==> src/rtl/alu_issue_ctrl_if.sv <==
// alu_issue_ctrl_if: groups the request channel, the ALU drive/return bus and
// the response channel of the ALU issue controller.
//   req_*  : valid/ready request (opcode, operands, tag)
//   alu_*  : command/operands to the ALU, result and registered flags back
//   rsp_*  : valid/ready response (result, flags, error, tag)
// Modport slave is the controller side; master is the requester/consumer/ALU side.
interface alu_issue_ctrl_if #(
  parameter int WORD_W = 32,
  parameter int OP_W   = 5,
  parameter int TAG_W  = 4
);
  logic              req_valid;
  logic              req_ready;
  logic [OP_W-1:0]   req_op;
  logic [WORD_W-1:0] req_a;
  logic [WORD_W-1:0] req_b;
  logic [TAG_W-1:0]  req_tag;

  logic [OP_W-1:0]   alu_com;
  logic [WORD_W-1:0] alu_in0;
  logic [WORD_W-1:0] alu_in1;
  logic [WORD_W-1:0] alu_out;
  logic              alu_carry;
  logic              alu_sign;
  logic              alu_zero;

  logic              rsp_valid;
  logic              rsp_ready;
  logic [WORD_W-1:0] rsp_result;
  logic              rsp_c;
  logic              rsp_s;
  logic              rsp_z;
  logic              rsp_err;
  logic [TAG_W-1:0]  rsp_tag;

  modport slave (
    input  req_valid, req_op, req_a, req_b, req_tag,
    input  alu_out, alu_carry, alu_sign, alu_zero,
    input  rsp_ready,
    output req_ready,
    output alu_com, alu_in0, alu_in1,
    output rsp_valid, rsp_result, rsp_c, rsp_s, rsp_z, rsp_err, rsp_tag
  );

  modport master (
    output req_valid, req_op, req_a, req_b, req_tag,
    output alu_out, alu_carry, alu_sign, alu_zero,
    output rsp_ready,
    input  req_ready,
    input  alu_com, alu_in0, alu_in1,
    input  rsp_valid, rsp_result, rsp_c, rsp_s, rsp_z, rsp_err, rsp_tag
  );
endinterface

==> src/rtl/alu_issue_ctrl.sv <==
// alu_issue_ctrl: requester-side controller for the ALU. Accepts one operation
// at a time, drives the ALU from held registers, captures the combinational
// result (and for compares the flags the ALU registers one edge later) and
// returns result/flags/error/tag on a valid/ready response channel.
// Ports:
//   clk  - clock
//   rst  - asynchronous active-high reset; abandons any operation in flight
//   bus  - alu_issue_ctrl_if.slave (request, ALU drive/return, response)
module alu_issue_ctrl #(
  parameter int WORD_W = 32,
  parameter int OP_W   = 5,
  parameter int TAG_W  = 4
) (
  input  logic            clk,
  input  logic            rst,
  alu_issue_ctrl_if.slave bus
);

  localparam logic [OP_W-1:0] ALU_OP_THA_WORD = 5'd0;
  localparam logic [OP_W-1:0] ALU_OP_DIV      = 5'd9;
  localparam logic [OP_W-1:0] ALU_OP_MOD      = 5'd10;
  localparam logic [OP_W-1:0] ALU_OP_CMP      = 5'd11;
  localparam logic [OP_W-1:0] ALU_OP_CGE      = 5'd12;
  localparam logic [OP_W-1:0] ALU_OP_CGT      = 5'd13;
  localparam logic [OP_W-1:0] ALU_OP_SHR      = 5'd19;

  typedef enum logic [1:0] {IDLE, EXEC, FLAG, RESP} state_t;

  // Legal codes are contiguous from THA_WORD up to SHR.
  function automatic logic op_is_legal(input logic [OP_W-1:0] op);
    return (op <= ALU_OP_SHR);
  endfunction

  function automatic logic op_is_cmp(input logic [OP_W-1:0] op);
    logic r;
    case (op)
      ALU_OP_CMP, ALU_OP_CGE, ALU_OP_CGT: r = 1'b1;
      default:                            r = 1'b0;
    endcase
    return r;
  endfunction

  function automatic logic op_is_divmod(input logic [OP_W-1:0] op);
    return (op == ALU_OP_DIV) || (op == ALU_OP_MOD);
  endfunction

  state_t            state_q, state_d;
  logic [OP_W-1:0]   op_q, op_d;
  logic [WORD_W-1:0] a_q, a_d;
  logic [WORD_W-1:0] b_q, b_d;
  logic [TAG_W-1:0]  tag_q, tag_d;
  logic [WORD_W-1:0] result_q, result_d;
  logic              c_q, c_d;
  logic              s_q, s_d;
  logic              z_q, z_d;
  logic              err_q, err_d;

  // Next-state and capture logic for the issue sequence.
  always_comb begin
    state_d  = state_q;
    op_d     = op_q;
    a_d      = a_q;
    b_d      = b_q;
    tag_d    = tag_q;
    result_d = result_q;
    c_d      = c_q;
    s_d      = s_q;
    z_d      = z_q;
    err_d    = err_q;
    case (state_q)
      IDLE: begin
        if (bus.req_valid) begin
          a_d   = bus.req_a;
          b_d   = bus.req_b;
          tag_d = bus.req_tag;
          if (!op_is_legal(bus.req_op) ||
              (op_is_divmod(bus.req_op) && (bus.req_b == {WORD_W{1'b0}}))) begin
            // Rejected ops never reach the ALU; the held op stays THA_WORD.
            state_d  = RESP;
            err_d    = 1'b1;
            result_d = {WORD_W{1'b0}};
            c_d      = bus.alu_carry;
            s_d      = bus.alu_sign;
            z_d      = bus.alu_zero;
          end else begin
            state_d = EXEC;
            op_d    = bus.req_op;
            err_d   = 1'b0;
          end
        end else begin
          state_d = IDLE;
        end
      end
      EXEC: begin
        result_d = bus.alu_out;
        // The compare is driven during this cycle, so the ALU flags update
        // on this edge; afterwards the ALU idles on THA_WORD.
        op_d     = ALU_OP_THA_WORD;
        if (op_is_cmp(op_q)) begin
          state_d = FLAG;
        end else begin
          c_d     = bus.alu_carry;
          s_d     = bus.alu_sign;
          z_d     = bus.alu_zero;
          state_d = RESP;
        end
      end
      FLAG: begin
        op_d    = ALU_OP_THA_WORD;
        c_d     = bus.alu_carry;
        s_d     = bus.alu_sign;
        z_d     = bus.alu_zero;
        state_d = RESP;
      end
      RESP: begin
        if (bus.rsp_ready) begin
          state_d = IDLE;
        end else begin
          state_d = RESP;
        end
      end
      default: begin
        state_d = IDLE;
        op_d    = ALU_OP_THA_WORD;
      end
    endcase
  end

  // State and held/captured registers.
  always_ff @(posedge clk or posedge rst) begin
    if (rst) begin
      state_q  <= IDLE;
      op_q     <= ALU_OP_THA_WORD;
      a_q      <= {WORD_W{1'b0}};
      b_q      <= {WORD_W{1'b0}};
      tag_q    <= {TAG_W{1'b0}};
      result_q <= {WORD_W{1'b0}};
      c_q      <= 1'b0;
      s_q      <= 1'b0;
      z_q      <= 1'b0;
      err_q    <= 1'b0;
    end else begin
      state_q  <= state_d;
      op_q     <= op_d;
      a_q      <= a_d;
      b_q      <= b_d;
      tag_q    <= tag_d;
      result_q <= result_d;
      c_q      <= c_d;
      s_q      <= s_d;
      z_q      <= z_d;
      err_q    <= err_d;
    end
  end

  assign bus.req_ready  = (state_q == IDLE);
  assign bus.rsp_valid  = (state_q == RESP);
  assign bus.alu_com    = op_q;
  assign bus.alu_in0    = a_q;
  assign bus.alu_in1    = b_q;
  assign bus.rsp_result = result_q;
  assign bus.rsp_c      = c_q;
  assign bus.rsp_s      = s_q;
  assign bus.rsp_z      = z_q;
  assign bus.rsp_err    = err_q;
  assign bus.rsp_tag    = tag_q;

endmodule
==> src/flat_wrapper.sv <==
// flat-port wrapper written by rule: the top's interface ports become plain ports
module alu_issue_ctrl_flat 
#(
  parameter int WORD_W = 32,
  parameter int OP_W   = 5,
  parameter int TAG_W  = 4
)
  (clk, rst, bus_req_valid, bus_req_op, bus_req_a, bus_req_b, bus_req_tag, bus_alu_out, bus_alu_carry, bus_alu_sign, bus_alu_zero, bus_rsp_ready, bus_req_ready, bus_alu_com, bus_alu_in0, bus_alu_in1, bus_rsp_valid, bus_rsp_result, bus_rsp_c, bus_rsp_s, bus_rsp_z, bus_rsp_err, bus_rsp_tag);
  alu_issue_ctrl_if #(.WORD_W(WORD_W), .OP_W(OP_W), .TAG_W(TAG_W)) bus_i ();
  input  logic clk;
  input  logic rst;
  input wire logic [$bits(bus_i.req_valid)-1:0] bus_req_valid;
  input wire logic [$bits(bus_i.req_op)-1:0] bus_req_op;
  input wire logic [$bits(bus_i.req_a)-1:0] bus_req_a;
  input wire logic [$bits(bus_i.req_b)-1:0] bus_req_b;
  input wire logic [$bits(bus_i.req_tag)-1:0] bus_req_tag;
  input wire logic [$bits(bus_i.alu_out)-1:0] bus_alu_out;
  input wire logic [$bits(bus_i.alu_carry)-1:0] bus_alu_carry;
  input wire logic [$bits(bus_i.alu_sign)-1:0] bus_alu_sign;
  input wire logic [$bits(bus_i.alu_zero)-1:0] bus_alu_zero;
  input wire logic [$bits(bus_i.rsp_ready)-1:0] bus_rsp_ready;
  output wire logic [$bits(bus_i.req_ready)-1:0] bus_req_ready;
  output wire logic [$bits(bus_i.alu_com)-1:0] bus_alu_com;
  output wire logic [$bits(bus_i.alu_in0)-1:0] bus_alu_in0;
  output wire logic [$bits(bus_i.alu_in1)-1:0] bus_alu_in1;
  output wire logic [$bits(bus_i.rsp_valid)-1:0] bus_rsp_valid;
  output wire logic [$bits(bus_i.rsp_result)-1:0] bus_rsp_result;
  output wire logic [$bits(bus_i.rsp_c)-1:0] bus_rsp_c;
  output wire logic [$bits(bus_i.rsp_s)-1:0] bus_rsp_s;
  output wire logic [$bits(bus_i.rsp_z)-1:0] bus_rsp_z;
  output wire logic [$bits(bus_i.rsp_err)-1:0] bus_rsp_err;
  output wire logic [$bits(bus_i.rsp_tag)-1:0] bus_rsp_tag;
  assign bus_i.req_valid = bus_req_valid;
  assign bus_i.req_op = bus_req_op;
  assign bus_i.req_a = bus_req_a;
  assign bus_i.req_b = bus_req_b;
  assign bus_i.req_tag = bus_req_tag;
  assign bus_i.alu_out = bus_alu_out;
  assign bus_i.alu_carry = bus_alu_carry;
  assign bus_i.alu_sign = bus_alu_sign;
  assign bus_i.alu_zero = bus_alu_zero;
  assign bus_i.rsp_ready = bus_rsp_ready;
  assign bus_req_ready = bus_i.req_ready;
  assign bus_alu_com = bus_i.alu_com;
  assign bus_alu_in0 = bus_i.alu_in0;
  assign bus_alu_in1 = bus_i.alu_in1;
  assign bus_rsp_valid = bus_i.rsp_valid;
  assign bus_rsp_result = bus_i.rsp_result;
  assign bus_rsp_c = bus_i.rsp_c;
  assign bus_rsp_s = bus_i.rsp_s;
  assign bus_rsp_z = bus_i.rsp_z;
  assign bus_rsp_err = bus_i.rsp_err;
  assign bus_rsp_tag = bus_i.rsp_tag;
  alu_issue_ctrl #(.WORD_W(WORD_W), .OP_W(OP_W), .TAG_W(TAG_W)) u_core (.clk(clk), .rst(rst), .bus(bus_i));
endmodule
==> config.mk <==
export PLATFORM = sky130hd
export DESIGN_NAME = alu_issue_ctrl_flat
export DESIGN_NICKNAME = d
export VERILOG_FILES = /design/src/rtl/alu_issue_ctrl_if.sv /design/src/rtl/alu_issue_ctrl.sv /design/src/flat_wrapper.sv
export SDC_FILE = /design/constraint.sdc
export NUM_CORES = 1
export LEC_CHECK = 0
export ABC_AREA = 0
export CAP_MARGIN = 0
export CORE_MARGIN = 1.5
export CORE_UTILIZATION = 43
export CTS_CLUSTER_DIAMETER = 100
export DETAILED_ROUTE_END_ITERATION = 16
export PLACE_DENSITY = 0.95
export SLEW_MARGIN = 20
export SYNTH_ARGS = -nofsm -noshare
export SYNTH_HDL_FRONTEND = slang
export SYNTH_SLANG_ARGS = --single-unit
==> constraint.sdc <==
create_clock -name clk -period 7.9 [get_ports clk]
set_clock_uncertainty 0.2 [all_clocks]
set_input_delay 1.975 -clock clk [delete_from_list [all_inputs] [get_ports clk]]
set_output_delay 1.975 -clock clk [all_outputs]
set_load 0.1 [all_outputs]
==> run metrics <==
WL per Instance=18.7 um; CTS root buffer=clkbuf_8; layout cells sized above 1=17.8%; worst hold start=u_core.bus.rsp_result[20]; worst setup path start=u_core.state_q[0]; num ports=223; slew at the pin with the worst max-slew slack=around 1 ns; Synth Warn #=0; routed vias=3,586; Hold Fails Final Rpt=0; global placement routability congestion=about 0.80; Mapped Area=4490 um^2; leading area contributor after synthesis=dfrtp_1; hold-fix buffer count after cts=0; Post-CTS Setup Repair Bufs=0; die height=105 um; first-pass GRT wire length=20,100 um; number of global-route vias before repair=3,878; Slew Limit Fails=0; register area share after synthesis=61.9%; Rows=37; Worst R2R Start=u_core.state_q[1]; chip width=105 um; HP Class=reg2reg; fin nets=656; FF+latch count, synth=111; CTS max path bufs=2; Setup TNS Final=0 ns; RSZ-0062 raised after global routing=false; Worst setup EP type=output port; H-tree depth=3; # setup viols final=0; total CTS buffers=9; Core Footprint=~10,000 um^2; fin crit share=approximately 58%; Port Buffers=222; drt drc=0; cells after synthesis=323; total wire length=12,700 um; # diodes=0; Yosys cell types=27; Sink Count=111; WP data arrival=around 2.4 ns; syn_nets=roughly 440; synth top area cells=dfrtp_1 (62%), mux2_2 (18%), o2bb2ai_1 (6.2%); Avg Cell Area, Syn=approximately 14 um^2; Post-DP HPWL=9440 um; largest net degree at the start of global routing=73; CTS tree=yes; Setup CP Type=reg2out; Rel. slew slack=between 30% and 40%; DIE AREA=11,100 um^2; FF-to-FF path depth=7; CP Max Fanout=7; outcome=complete, no violations; Worst-path clk slew=0.10 ns; Vias/cell=5.27; post-cts sizing count=0; Iteration-0 DRC Markers=130; Critical Path RT=roughly 5.7 ns; Total GRT Usage=about a quarter; clock latency on the worst-skew pair=0.37 ns; DRT antenna net count=0; Yosys top cell area share=61.9%; fin crit period=4.59 ns; GR Overflow Total=0; Starting Density=43.9%; initial antenna violation count=0; maximum clock rate=218 MHz; nature of the critical path startpoint=flip-flop; First-pass DRT Iterations=6; depth of the worst hold-timing path=1; Layout area overhead=57.7%; FILL cells=roughly 730; number of max-cap violations=0
-- state kept, by name, indices dropped and copies added, names as in the netlist --
signal	flops
u_core.bus.alu_in0	32
u_core.bus.alu_in1	32
u_core.bus.rsp_result	32
u_core.bus.alu_com	5
u_core.bus.rsp_tag	4
u_core.state_q	2
u_core.bus.rsp_c	1
u_core.bus.rsp_err	1
u_core.bus.rsp_s	1
u_core.bus.rsp_z	1
-- final cells by class --
cell class                 instances  area (um^2)  area share, %
clock buffer                       9          124           1.75
timing repair buffer             226         2260           31.9
tap                              136          170           2.40
inverter                           5         21.3          0.301
clock inverter                     6         86.3           1.22
sequential                       111         2780           39.3
multi-input combinational        187         1640           23.1
-- cell usage after synthesis --
cell and instances:
o21a_1 1, nor4_1 7, nor4b_1 1, a221oi_1 1, nand2_1 5, xor2_1 1
nor3_2 1, o31ai_1 2, nand3b_1 1, nand2b_1 2, buf_2 3, o21ai_0 3
mux2_2 71, a21oi_1 2, nor2b_1 7, inv_1 5, nand3_1 32, o211ai_1 2
o2bb2ai_1 32, nand4_1 2, clkbuf_1 17, mux2_1 5, dfrtp_1 111, nor3_1 3
nor2_1 1, o311ai_1 1, ha_1 4
-- stage by stage --
step           hold slack, ns  cells  util (%)  cell area, um^2  setup slack, ns
3_5_place_dp            0.280    664      66.9             6850             3.29
3_3_place_gp            0.269    664      66.9             6850             3.46
4_1_cts                 0.303    679      69.0             7060             3.29
6_report                0.301    680      69.2             7080             3.31
5_1_grt                 0.322    680      69.2             7080             3.20
2_1_floorplan           0.526    323         -             4490             2.79
-- cell families (layout without fill, tap and decap cells) --
| group | Yosys count | count (layout) | share of synthesized area [%] |
|---|---|---|---|
| DFF | 111 | 111 | 61.9 |
| muxes | 76 | 76 | 19.1 |
| and+or+nand+nor | 62 | 62 | 7.50 |
| AOI/OAI and AO/OA | 44 | 44 | 8.03 |
| buffers and inverters | 25 | 246 | 2.18 |
| adders and majority gates | 4 | 4 | 1.12 |
| xor gates and xnor gates | 1 | 1 | 0.195 |
-- final timing paths --
path,end,slack (ns)
min reg2reg,u_core.bus.rsp_result[20],0.30
min in group asynchronous,u_core.bus.alu_in0[14],1.81
max,bus_req_ready,3.31
max in group asynchronous,u_core.bus.alu_in0[2],4.43
min,u_core.bus.rsp_result[20],0.30
max reg2reg,u_core.bus.rsp_result[0],5.02
-- metal layers --
| layer | track usage [%] | part of all wire, % |
|---|---|---|
| met5 | 0 | 0 |
| met4 | 10.5 | 2.8 |
| met3 | 8.42 | 8.5 |
| met2 | 39.2 | 51 |
| met1 | 26.8 | 38 |
-- placed cells by master (no fill, tap or decap), types with 2 or more instances in the layout --
cell	instances
nand4_1	2
dfrtp_1	111
clkdlybuf4s50_1	222
nand3_1	32
inv_1	4
o2bb2ai_1	32
nand2b_1	2
mux2_2	71
buf_4	3
nor3_1	2
a21oi_1	2
bufinv_16	2
clkbuf_8	9
nor4_1	7
nor3_2	2
nand2_2	2
ha_1	3
mux2_1	5
o21ai_0	3
nor2b_1	7
clkinv_2	2
o211ai_1	2
nand2_1	3
-- worst max-delay path: stages, from the launching register on --
cell and delay (ns):
dfrtp_1 0.42, inv_1 0.10, ha_1 0.32, clkdlybuf4s50_1 1.21
Power is not shown: default switching activity piles up to over one toggle a cycle in this logic, so the estimate is an artifact.
